===== src/rtl/muldiv_unit.sv =====
// Iterative multiply/divide unit with architectural HI/LO registers.
// Radix-2 shift-add multiply and restoring divide on magnitudes, sign fix-up in a final cycle.
module muldiv_unit #(
  parameter int WIDTH = 32
) (
  input  logic             clk,
  input  logic             rst_n,
  input  logic             start,
  input  logic [2:0]       op,
  input  logic [WIDTH-1:0] a,
  input  logic [WIDTH-1:0] b,
  input  logic             flush,
  output logic             busy,
  output logic             done,
  output logic             div_by_zero,
  output logic [WIDTH-1:0] hi,
  output logic [WIDTH-1:0] lo
);

  localparam int CW = (WIDTH > 1) ? $clog2(WIDTH) : 1;
  localparam int W2 = 2 * WIDTH;

  localparam logic [2:0] OP_MULT  = 3'b000;
  localparam logic [2:0] OP_MULTU = 3'b001;
  localparam logic [2:0] OP_DIV   = 3'b010;
  localparam logic [2:0] OP_DIVU  = 3'b011;
  localparam logic [2:0] OP_MTHI  = 3'b100;
  localparam logic [2:0] OP_MTLO  = 3'b101;

  typedef enum logic [1:0] {S_IDLE, S_MUL, S_DIV, S_FIX} state_e;

  state_e           state_q, state_d;
  logic [CW-1:0]    cnt_q, cnt_d;
  logic [WIDTH-1:0] mcand_q, mcand_d;   // multiplicand or divisor magnitude
  logic [W2-1:0]    acc_q, acc_d;       // {product hi, multiplier} or {remainder, quotient}
  logic             neg_lo_q, neg_lo_d;
  logic             neg_hi_q, neg_hi_d;
  logic             is_div_q, is_div_d;
  logic             dz_pend_q, dz_pend_d;
  logic [WIDTH-1:0] hi_q, hi_d;
  logic [WIDTH-1:0] lo_q, lo_d;
  logic             done_q, done_d;
  logic             dz_q, dz_d;

  logic             signed_op;
  logic [WIDTH-1:0] abs_a, abs_b;
  logic [WIDTH:0]   mul_sum;
  logic [W2-1:0]    mul_next;
  logic [WIDTH:0]   rem_sh, div_diff;
  logic             qbit;
  logic [W2-1:0]    div_next;
  logic             cnt_last;

  assign signed_op = ~op[0];
  assign abs_a     = (signed_op && a[WIDTH-1]) ? -a : a;
  assign abs_b     = (signed_op && b[WIDTH-1]) ? -b : b;

  assign mul_sum  = {1'b0, acc_q[W2-1:WIDTH]} + (acc_q[0] ? {1'b0, mcand_q} : '0);
  assign mul_next = {mul_sum, acc_q[WIDTH-1:1]};

  assign rem_sh   = {acc_q[W2-1:WIDTH], acc_q[WIDTH-1]};
  assign div_diff = rem_sh - {1'b0, mcand_q};
  assign qbit     = ~div_diff[WIDTH];
  assign div_next = {(qbit ? div_diff[WIDTH-1:0] : rem_sh[WIDTH-1:0]), acc_q[WIDTH-2:0], qbit};

  assign cnt_last = (cnt_q == CW'(WIDTH - 1));

  // NOTE: every variable gets its default before the case so no path leaves it unassigned (no latches).
  always_comb begin
    state_d   = state_q;
    cnt_d     = cnt_q;
    mcand_d   = mcand_q;
    acc_d     = acc_q;
    neg_lo_d  = neg_lo_q;
    neg_hi_d  = neg_hi_q;
    is_div_d  = is_div_q;
    dz_pend_d = dz_pend_q;
    hi_d      = hi_q;
    lo_d      = lo_q;
    done_d    = 1'b0;
    dz_d      = 1'b0;

    case (state_q)
      S_IDLE: begin
        if (start && !flush) begin
          case (op)
            OP_MULT, OP_MULTU: begin
              acc_d    = {{WIDTH{1'b0}}, abs_a};
              mcand_d  = abs_b;
              neg_lo_d = signed_op & (a[WIDTH-1] ^ b[WIDTH-1]);
              neg_hi_d = 1'b0;
              is_div_d = 1'b0;
              cnt_d    = '0;
              state_d  = S_MUL;
            end
            OP_DIV, OP_DIVU: begin
              is_div_d = 1'b1;
              cnt_d    = '0;
              if (b == '0) begin
                // Divide by zero skips iterations: FIX copies acc straight to HI/LO.
                acc_d     = {a, {WIDTH{1'b1}}};
                neg_lo_d  = 1'b0;
                neg_hi_d  = 1'b0;
                dz_pend_d = 1'b1;
                state_d   = S_FIX;
              end else begin
                acc_d     = {{WIDTH{1'b0}}, abs_a};
                mcand_d   = abs_b;
                neg_lo_d  = signed_op & (a[WIDTH-1] ^ b[WIDTH-1]);
                neg_hi_d  = signed_op & a[WIDTH-1];
                dz_pend_d = 1'b0;
                state_d   = S_DIV;
              end
            end
            OP_MTHI: hi_d = a;
            OP_MTLO: lo_d = a;
            default: ;
          endcase
        end
      end
      S_MUL: begin
        acc_d = mul_next;
        cnt_d = cnt_q + CW'(1);
        if (cnt_last) state_d = S_FIX;
      end
      S_DIV: begin
        acc_d = div_next;
        cnt_d = cnt_q + CW'(1);
        if (cnt_last) state_d = S_FIX;
      end
      S_FIX: begin
        if (is_div_q) begin
          hi_d = neg_hi_q ? -acc_q[W2-1:WIDTH] : acc_q[W2-1:WIDTH];
          lo_d = neg_lo_q ? -acc_q[WIDTH-1:0] : acc_q[WIDTH-1:0];
        end else begin
          {hi_d, lo_d} = neg_lo_q ? -acc_q : acc_q;
        end
        done_d    = 1'b1;
        dz_d      = dz_pend_q;
        dz_pend_d = 1'b0;
        state_d   = S_IDLE;
      end
      default: state_d = S_IDLE;
    endcase

    if (flush && state_q != S_IDLE) begin
      state_d   = S_IDLE;
      hi_d      = hi_q;
      lo_d      = lo_q;
      done_d    = 1'b0;
      dz_d      = 1'b0;
      dz_pend_d = 1'b0;
    end
  end

  // NOTE: state registers use non-blocking assignments so all flops update together at the edge.
  always_ff @(posedge clk or negedge rst_n) begin
    if (!rst_n) begin
      state_q   <= S_IDLE;
      cnt_q     <= '0;
      mcand_q   <= '0;
      acc_q     <= '0;
      neg_lo_q  <= 1'b0;
      neg_hi_q  <= 1'b0;
      is_div_q  <= 1'b0;
      dz_pend_q <= 1'b0;
      hi_q      <= '0;
      lo_q      <= '0;
      done_q    <= 1'b0;
      dz_q      <= 1'b0;
    end else begin
      state_q   <= state_d;
      cnt_q     <= cnt_d;
      mcand_q   <= mcand_d;
      acc_q     <= acc_d;
      neg_lo_q  <= neg_lo_d;
      neg_hi_q  <= neg_hi_d;
      is_div_q  <= is_div_d;
      dz_pend_q <= dz_pend_d;
      hi_q      <= hi_d;
      lo_q      <= lo_d;
      done_q    <= done_d;
      dz_q      <= dz_d;
    end
  end

  assign busy        = (state_q != S_IDLE);
  assign done        = done_q;
  assign div_by_zero = dz_q;
  assign hi          = hi_q;
  assign lo          = lo_q;

endmodule


===== config.mk =====
export PLATFORM = sky130hd
export DESIGN_NAME = muldiv_unit
export DESIGN_NICKNAME = d
export VERILOG_FILES = /design/src/rtl/muldiv_unit.sv
export SDC_FILE = /design/constraint.sdc
export NUM_CORES = 1
export LEC_CHECK = 0
export CAP_MARGIN = 15
export CORE_MARGIN = 5
export CORE_UTILIZATION = 50
export CTS_CLUSTER_SIZE = 24
export DETAILED_ROUTE_END_ITERATION = 6
export PLACE_DENSITY = 0.77
export REMOVE_ABC_BUFFERS = 1
export SYNTH_ARGS = -nofsm -noshare
export SYNTH_HDL_FRONTEND = slang
export SYNTH_SLANG_ARGS = --single-unit

===== constraint.sdc =====
create_clock -name clk -period 8.6 [get_ports clk]
set_input_delay 1.72 -clock clk [delete_from_list [all_inputs] [get_ports clk]]
set_output_delay 1.72 -clock clk [all_outputs]
set_load 0.02 [all_outputs]

Word-level counts from Yosys, hierarchy flattened:

Cells that the tools add are included.

* $add $sub $neg: 8
* multiply operators: 0
* divide/modulo/power cells: 0
* order comparisons: 0
* eq/ne operators: 19
* shift-type cells: 0
* multiplexer cells: 44
* bitwise operators: 6
* reduce and logical (&&, ||, !) cells: 26

Operators with widths (number)
* 32-bit 2-to-1 mux: 13
* 64-bit 2-to-1 mux: 3
* 32-bit case mux with 2 select lines: 3
* 64-bit case mux with 3 select lines: 1
* 32-bit negation: 4
* 64-bit case mux with 2 select lines: 1
* 64-bit negation: 1
* 32-bit by 32-bit adder with 33-bit output: 1
* 33-bit by 32-bit subtractor with 33-bit output: 1
* 32-bit logical NOT: 1
* 3-bit AND reduction: 5
* 4-bit AND reduction: 3
* 1-bit 2-to-1 mux: 11
* 5-bit 2-to-1 mux: 2
* 5-bit case mux with 2 select lines: 1
* 1-bit case mux with 2 select lines: 4
* 2-bit nonzero test: 4
* 3-bit by 2-bit == test with 1-bit output, second input constant: 2
* 3-bit == test, second input constant: 2
* 2-bit 2-to-1 mux: 3
* 2-bit != test, second input constant: 3
* 3-bit by 1-bit != test with 1-bit output, second input constant: 2
* 2-bit case mux with 3 select lines: 1
* 3-bit nonzero test: 2
* other kinds (19): 29

* flip-flop bits (word level): 173
* latch bits: 0
* bits in writable memories: 0
* bits in read-only memories: 0
* input port bits: 71
* output and inout port bits: 67
* word-level logic and storage cells: 115
* memories: 0

Longest topological paths before layout:

Gate-level depths: netlist of the first run.

* depth after elaboration: 7
* gate-level depth with buffers: 15
* gate-level depth less buffers: 14

Worst setup path after synthesis of the first run:

Ideal clock, no wire load.

* path kind: input to register
* start: input port b[4]
* end: register acc_q[2]
* setup time: 64 ps
* arrival time: 4407 ps
* required time: 8536 ps
* setup slack: 4129 ps
* stages on the path: 11
* path buffers: 2
* cell sequence: or3_1 -> or3_1 -> nor4_2 -> and3b_1 -> and4b_1 -> and3b_1 -> clkbuf_1 -> nor2_1 -> clkbuf_1 -> a221oi_1 -> a21o_1

* word-level cells in the longest chain between the ends: 5

RTL lines
* from (decl): RTL line 11 `input logic [WIDTH-1:0] b,`
* 32-bit logical NOT: RTL line 99 `if (b == '0) begin`
* 64-bit 2-to-1 mux: RTL line 99
* 64-bit case mux with 2 select lines: RTL line 86 `case (op)`
* 64-bit 2-to-1 mux: RTL line 85 `if (start && !flush) begin`
* 64-bit case mux with 3 select lines: RTL line 83 `case (state_q)`
* to (signal assigned): RTL line 162 `acc_q <= '0;`
* to (signal assigned): RTL line 175 `acc_q <= acc_d;`
* to (decl): RTL line 35 `logic [W2-1:0] acc_q, acc_d;`

No other way between the ends. The select of a mux whose other input is x is not followed.
A chain may end at the register's enable or synchronous reset.

Worst setup path after layout of the first run:

* start: input port b[2]
* end: register acc_q[8]

Same word-level chain as after synthesis.

==> run summary, run 1 <==
Final Skew = 0.0116 ns
# fillers = 2750
Hold Path Class = flop to flop
Root Driver = clkbuf_16
Tightest Pin Transition = 1.18 ns
Post-synth EDFFs = 0
Final GP Congestion = 1.03
fin crit share = 0.662
grt ovf = 0
CP max FO = 31
vias in the first global route = 14400
Util after Layout = 0.571
die area = 34100 sq um
critical path, cell by cell = clkdlybuf4s50_1 -> or3_1 -> or3_1 -> nor4_2 -> and3b_1 -> and4b_1 -> and3b_1 -> buf_4 -> nor2_2 -> buf_4 -> a221oi_1 -> a21o_1
cell row count = 64
max incr delay on CP = 0.55 ns
CP Launch Point = b[2]
Synth top area share = 0.284
clk_lat worst skew = 0.44 ns
crit start category = input pin
RSZ-0062 raised after global routing = false
vias per inst = 6.34
Resize count post-CTS = 0
CTS buffer count = 17
Die X = 185 um
diodes inserted = 0
# Post-CTS Setup Buffers = 0
max-slew violation count = 0
placed insts = 2358
H-tree lvl count = 4
drt first-iter violations = 1397
number of max-cap violations = 0
Mapped Cells = 1948
WS Path Type = input pin to flop
synth unique cells = 76
Routed WL per cell = 20.1 um
final setup fails = 0
Seq/Total Area, Yosys = 0.284
Cell Area, Synth = 15200 sq um
Syn Area/Cell = 7.82 sq um
initial antenna violation count = 0
GRT Resource Usage Total = 0.279
io pins = 138
Critical R2R Launch = acc_q[0]
hold buffers post-CTS = 0
Post-synth ARST share = 1.00
quantity of I/O buffers inserted on ports = 137
status = finished clean
CTS Sinks = 173
drt first pass iters = 7
hpwl dp = 35800 um
Slew headroom = 0.212
Worst-path clk slew = 0.06 ns
Largest delay share family, worst path = simple AND/OR/NAND/NOR gates
leakage = 0.00738 uW
Peak VDD IR = 0.198 mV
DRC viols = 0
nature of the critical path endpoint = flop
Synth-to-Final Area Change = 13.7%
WP buf/inv = 3
Initial Util = 0.502
maximum clock insertion buffer count = 2
detailed-route via count = 15100
CTS tree = built
Die Ht = 185 um
min cycle time layout = 5.69 ns
#FFs+latches synth = 173
Critical Path RT = 8.97 ns
Finished Layout Cells = 2386
largest cells by area after synthesis = dfrtp_1 (28%), ha_1 (6.2%), a21oi_1 (5.8%)
start point of the worst hold path = lo[20]
Synth Flop Type = dfrtp_1
WL final = 47900 um
area leader, netlist = dfrtp_1
Nets = 2129
final antenna-violating net count = 0
final hold viol count = 0
layout cell share with drive strength beyond 1 = 0.0467
largest net degree at the start of global routing = 97
Ys Warns = 0
highest clock rate = 176 MHz
first-pass GRT wire length = 77000 um
Crit-path slowest cell = and3b_1
pwr dens = 435 nW/um^2
TNS Setup = 0 ns
core area = 30300 sq um
Worst Path Arrival = 6.07 ns
## synthesized netlist by cell type, types with 43 or more instances
master    number
nor2_1       182
a21oi_1      177
dfrtp_1      173
o21ai_0      171
nand2_1      165
clkbuf_1     123
xor2_1        89
a21o_1        85
xnor2_1       82
ha_1          75
inv_1         62
nor3_1        47
a211oi_1      43
## report_power, final
part	switching [uW]	total, uW	internal (uW)
combinational	3040	5070	2030
clock	327	761	434
sequential	517	1710	1190
## through the flow
stage / setup slack [ns] / instance area [sq um] / hold slack [ns] / power (uW)
after floorplan: 3.27 / 14700 / 0.442 / 5090
after global placement: 2.68 / 16800 / 0.457 / 6540
after detailed placement: 2.53 / 16800 / 0.465 / 6660
after CTS: 2.96 / 17300 / 0.479 / 7450
after global routing: 2.67 / 17300 / 0.494 / 8110
final: 2.91 / 17300 / 0.474 / 7540
## layout by cell type (no fill, tap or decap), types with 14 or more instances in the layout
| cell | netlist | layout |
|---|---|---|
| nor2_1 | 182 | 181 |
| a21oi_1 | 177 | 175 |
| dfrtp_1 | 173 | 173 |
| o21ai_0 | 171 | 171 |
| nand2_1 | 165 | 165 |
| clkdlybuf4s50_1 | 0 | 136 |
| xor2_1 | 89 | 89 |
| a21o_1 | 85 | 84 |
| xnor2_1 | 82 | 81 |
| ha_1 | 75 | 72 |
| inv_1 | 62 | 62 |
| nor3_1 | 47 | 47 |
| a211oi_1 | 43 | 43 |
| nand3_1 | 42 | 42 |
| a221oi_1 | 40 | 40 |
| a22oi_1 | 33 | 33 |
| nand2b_1 | 29 | 29 |
| or3_1 | 24 | 24 |
| or4_1 | 20 | 20 |
| o31ai_1 | 20 | 20 |
| a31oi_1 | 19 | 19 |
| buf_4 | 0 | 18 |
| clkbuf_16 | 0 | 17 |
| mux2i_1 | 16 | 16 |
| nor4_1 | 15 | 15 |
| mux2_2 | 15 | 15 |
| nand4_1 | 15 | 15 |
| nor2b_1 | 14 | 14 |
## registers in the layout, indices dropped and copies added (netlist names)
| register | cells |
|---|---|
| acc_q | 64 |
| cnt_q | 5 |
| div_by_zero | 1 |
| done | 1 |
| dz_pend_q | 1 |
| hi | 32 |
| is_div_q | 1 |
| lo | 32 |
| mcand_q | 32 |
| neg_hi_q | 1 |
| neg_lo_q | 1 |
| state_q | 2 |
## worst paths after layout
path	to	depth (start not counted)	slack, ns
max reg2reg	acc_q[59]	13	3.80
max	acc_q[8]	12	2.91
min reg2reg	lo[20]	1	0.47
min	lo[20]	1	0.47
max in group asynchronous	lo[17]	2	5.72
min in group asynchronous	mcand_q[5]	1	1.37
## area by class of cell
type,count,area (sq um),share of cell area
multi-input combinational,1572,10200,0.589
sequential,173,4330,0.250
timing repair buffer,155,1510,0.0870
tap,396,495,0.0286
clock buffer,20,457,0.0264
inverter,62,233,0.0134
clock inverter,8,95.1,0.00549
## logic make-up after synthesis
logic type	after synthesis	share of synthesized area
flip-flops	173	0.284
multiplexers	31	0.0216
buffers and inverters	203	0.0506
XOR/XNOR	171	0.0983
AND/OR/NAND/NOR	606	0.190
AO/OA/AOI/OAI	687	0.291
adder cells (fa/ha/maj)	77	0.0642
## routing by layer
| layer | vias up | track usage | share of wire |
|---|---|---|---|
| met5 | - | 0 | 0 |
| met4 | 0 | 0.0902 | 0.026 |
| met3 | 83 | 0.0454 | 0.078 |
| met2 | 705 | 0.453 | 0.46 |
| met1 | 7150 | 0.381 | 0.43 |
| li1 | 7180 | - | - |
Note: power is estimated with default switching activity, not from simulation.
==> inputs of run 2 (changes only) <==
--- a/config.mk
+++ b/config.mk
@@ -10,7 +10,7 @@
 export CORE_UTILIZATION = 50
 export CTS_CLUSTER_SIZE = 24
 export DETAILED_ROUTE_END_ITERATION = 6
-export PLACE_DENSITY = 0.77
+export PLACE_DENSITY = 0.8
 export REMOVE_ABC_BUFFERS = 1
 export SYNTH_ARGS = -nofsm -noshare
 export SYNTH_HDL_FRONTEND = slang
==> constraint.sdc (replaced) <==
create_clock -name clk -period 4.9 [get_ports clk]
set_input_delay 0.98 -clock clk [delete_from_list [all_inputs] [get_ports clk]]
set_output_delay 0.98 -clock clk [all_outputs]
set_load 0.02 [all_outputs]
==> run summary, run 2 (synthesis results as in run 1) <==
Nets = 2150 (+0.99%)
Reg power frac = 0.218 (-0.009)
GRT Resource Usage Total = 0.283 (+0.00384)
leakage = 0.00751 uW (+1.7%)
Synth-to-Final Area Change = 15.1%
Worst-path clk slew = 0.07 ns (about the same)
Int Power = 6560 uW (+79%)
commonest non-fill, non-tap cell in the layout = nor2_1
Final GP Congestion = 0.975 (-5.5%)
Util after Layout = 0.578 (+0.00689)
nature of the critical path endpoint = flop
layout cell share with drive strength beyond 1 = 0.0576 (+0.0108)
TNS Setup = 0 ns (unchanged)
Resize count post-CTS = 0 (unchanged)
Register-to-Register Path Depth = 11 (-2)
most frequent cells in the layout = nor2_1 (181), a21oi_1 (175), dfrtp_1 (173)
WL final = 48800 um (+1.8%)
diodes inserted = 0 (unchanged)
Root Driver = clkbuf_16
Tightest Pin Transition = 1.01 ns (-0.172 ns)
vias in the first global route = 14400 (+0.035%)
Finished Layout Cells = 2411 (+1.0%)
Switching Share = 0.514 (-0.00115)
Initial Util = 0.502 (unchanged)
Routed WL per cell = 20.2 um (+0.70%)
grt ovf = 0 (unchanged)
io pins = 138 (unchanged)
final hold viol count = 0 (unchanged)
maximum clock insertion buffer count = 2 (unchanged)
clock network power share = 0.106 (+0.005)
final setup fails = 0 (unchanged)
RSZ-0062 raised after global routing = false
combinational share of power = 0.676 (+0.004)
cell row count = 64 (unchanged)
pre-CTS worst setup slack = 0.418 ns (-2.11 ns)
drt first pass iters = 6 (-1)
# fillers = 2778 (+1.0%)
drt first-iter violations = 1411 (+1.0%)
Slew headroom = 0.329 (+0.118)
CTS tree = built
core area = 30300 sq um (unchanged)
max FFs per register = 64 (unchanged)
fin crit share = 0.857
Die Ht = 185 um (unchanged)
CTS Sinks = 173 (unchanged)
die area = 34100 sq um (unchanged)
WS Path Type = flop to flop
hold buffers post-CTS = 0 (unchanged)
min cycle time layout = 4.20 ns
CTS buffer count = 17 (unchanged)
Worst Path Arrival = 4.58 ns (-1.49 ns)
final antenna-violating net count = 0 (unchanged)
final setup margin = 0.699 ns (-2.21 ns)
largest reg by FF count = acc_q
R2R setup slack = 0.70 ns (-3.10 ns)
Peak VDD IR = 0.301 mV (+52%)
detailed-route via count = 15100 (+0.18%)
vias per inst = 6.28 (-0.86%)
initial antenna violation count = 0 (unchanged)
placed insts = 2379 (+0.89%)
first-pass GRT wire length = 77700 um (+0.93%)
max-slew violation count = 0 (unchanged)
hpwl dp = 37100 um (+3.4%)
number of max-cap violations = 0 (unchanged)
NetSw = 6940 uW (+78%)
crit start category = flop
CP max FO = 9 (-71%)
highest clock rate = 238 MHz
quantity of I/O buffers inserted on ports = 137 (unchanged)
Critical Path RT = 5.28 ns (-3.69 ns)
hold path depth = 1 (unchanged)
# Post-CTS Setup Buffers = 0 (unchanged)
Hold Path Class = flop to flop
pwr dens = 769 nW/um^2 (+77%)
Die X = 185 um (unchanged)
largest net degree at the start of global routing = 105 (+8.2%)
DRC viols = 0 (unchanged)
clk_lat worst skew = 0.45 ns (about the same)
Final Skew = 0.0128 ns (+0.00114 ns)
H-tree lvl count = 4 (unchanged)
status = finished clean
==> run 2: worst paths after layout <==
| check | from | to |
|---|---|---|
| worst min register to register | hi[13] | hi[13] |
| worst min-delay path | hi[13] | hi[13] |
| min in group asynchronous | rst_n | lo[4] |
| worst max register to register | acc_q[0] | hi[30] |
| max in group asynchronous | rst_n | acc_q[31] |
| worst max-delay path | acc_q[0] | hi[30] |
==> run 2: area by class of cell <==
cell class | count | area [sq um] | share of cell area
Tap cell | 396 | 495 | 0.0282
Timing Repair Buffer | 176 | 1670 | 0.0949
Clock inverter | 10 | 139 | 0.00792
Inverter | 62 | 233 | 0.0133
Multi-Input combinational cell | 1572 | 10200 | 0.582
Sequential cell | 173 | 4330 | 0.247
Clock buffer | 22 | 464 | 0.0265
==> run 2: metal layers <==
metal | share of wire | track usage | vias to the layer above
met5 | 0 | 0 | -
met4 | 0.027 | 0.0873 | 0
met3 | 0.081 | 0.0416 | 100
met2 | 0.47 | 0.469 | 706
met1 | 0.42 | 0.383 | 7120
li1 | - | - | 7219
==> run 2: power by group through the flow <==
stage | clock (uW) | sequential [uW] | combinational, uW
finish | 1430 | 2940 | 9120
global route | 1490 | 3030 | 9960
CTS | 1440 | 2910 | 8970
detailed placement | 0 | 2930 | 8900
global placement | 0 | 2900 | 8770
floorplan | 0 | 3020 | 5910
==> run 2: metrics by stage <==
step | instance area (sq um) | hold slack, ns | total power, uW
after floorplan | 14700 | 0.442 | 8930
after global placement | 16900 | 0.456 | 11700
after detailed placement | 16900 | 0.465 | 11800
after CTS | 17500 | 0.481 | 13300
after global routing | 17500 | 0.502 | 14500
final | 17500 | 0.476 | 13500
==> run 2: worst max-delay path, cell delays in order (launching register included) <==
cell and delay [ns]:
dfrtp_1 0.51, inv_1 0.38, ha_1 0.37, nand4b_1 0.26, or3_1 0.49, or3_1 0.60
o31ai_4 0.25, o21ai_2 0.14, o31ai_1 0.59, xor2_1 0.14, a211oi_1 0.29, a21o_1 0.11
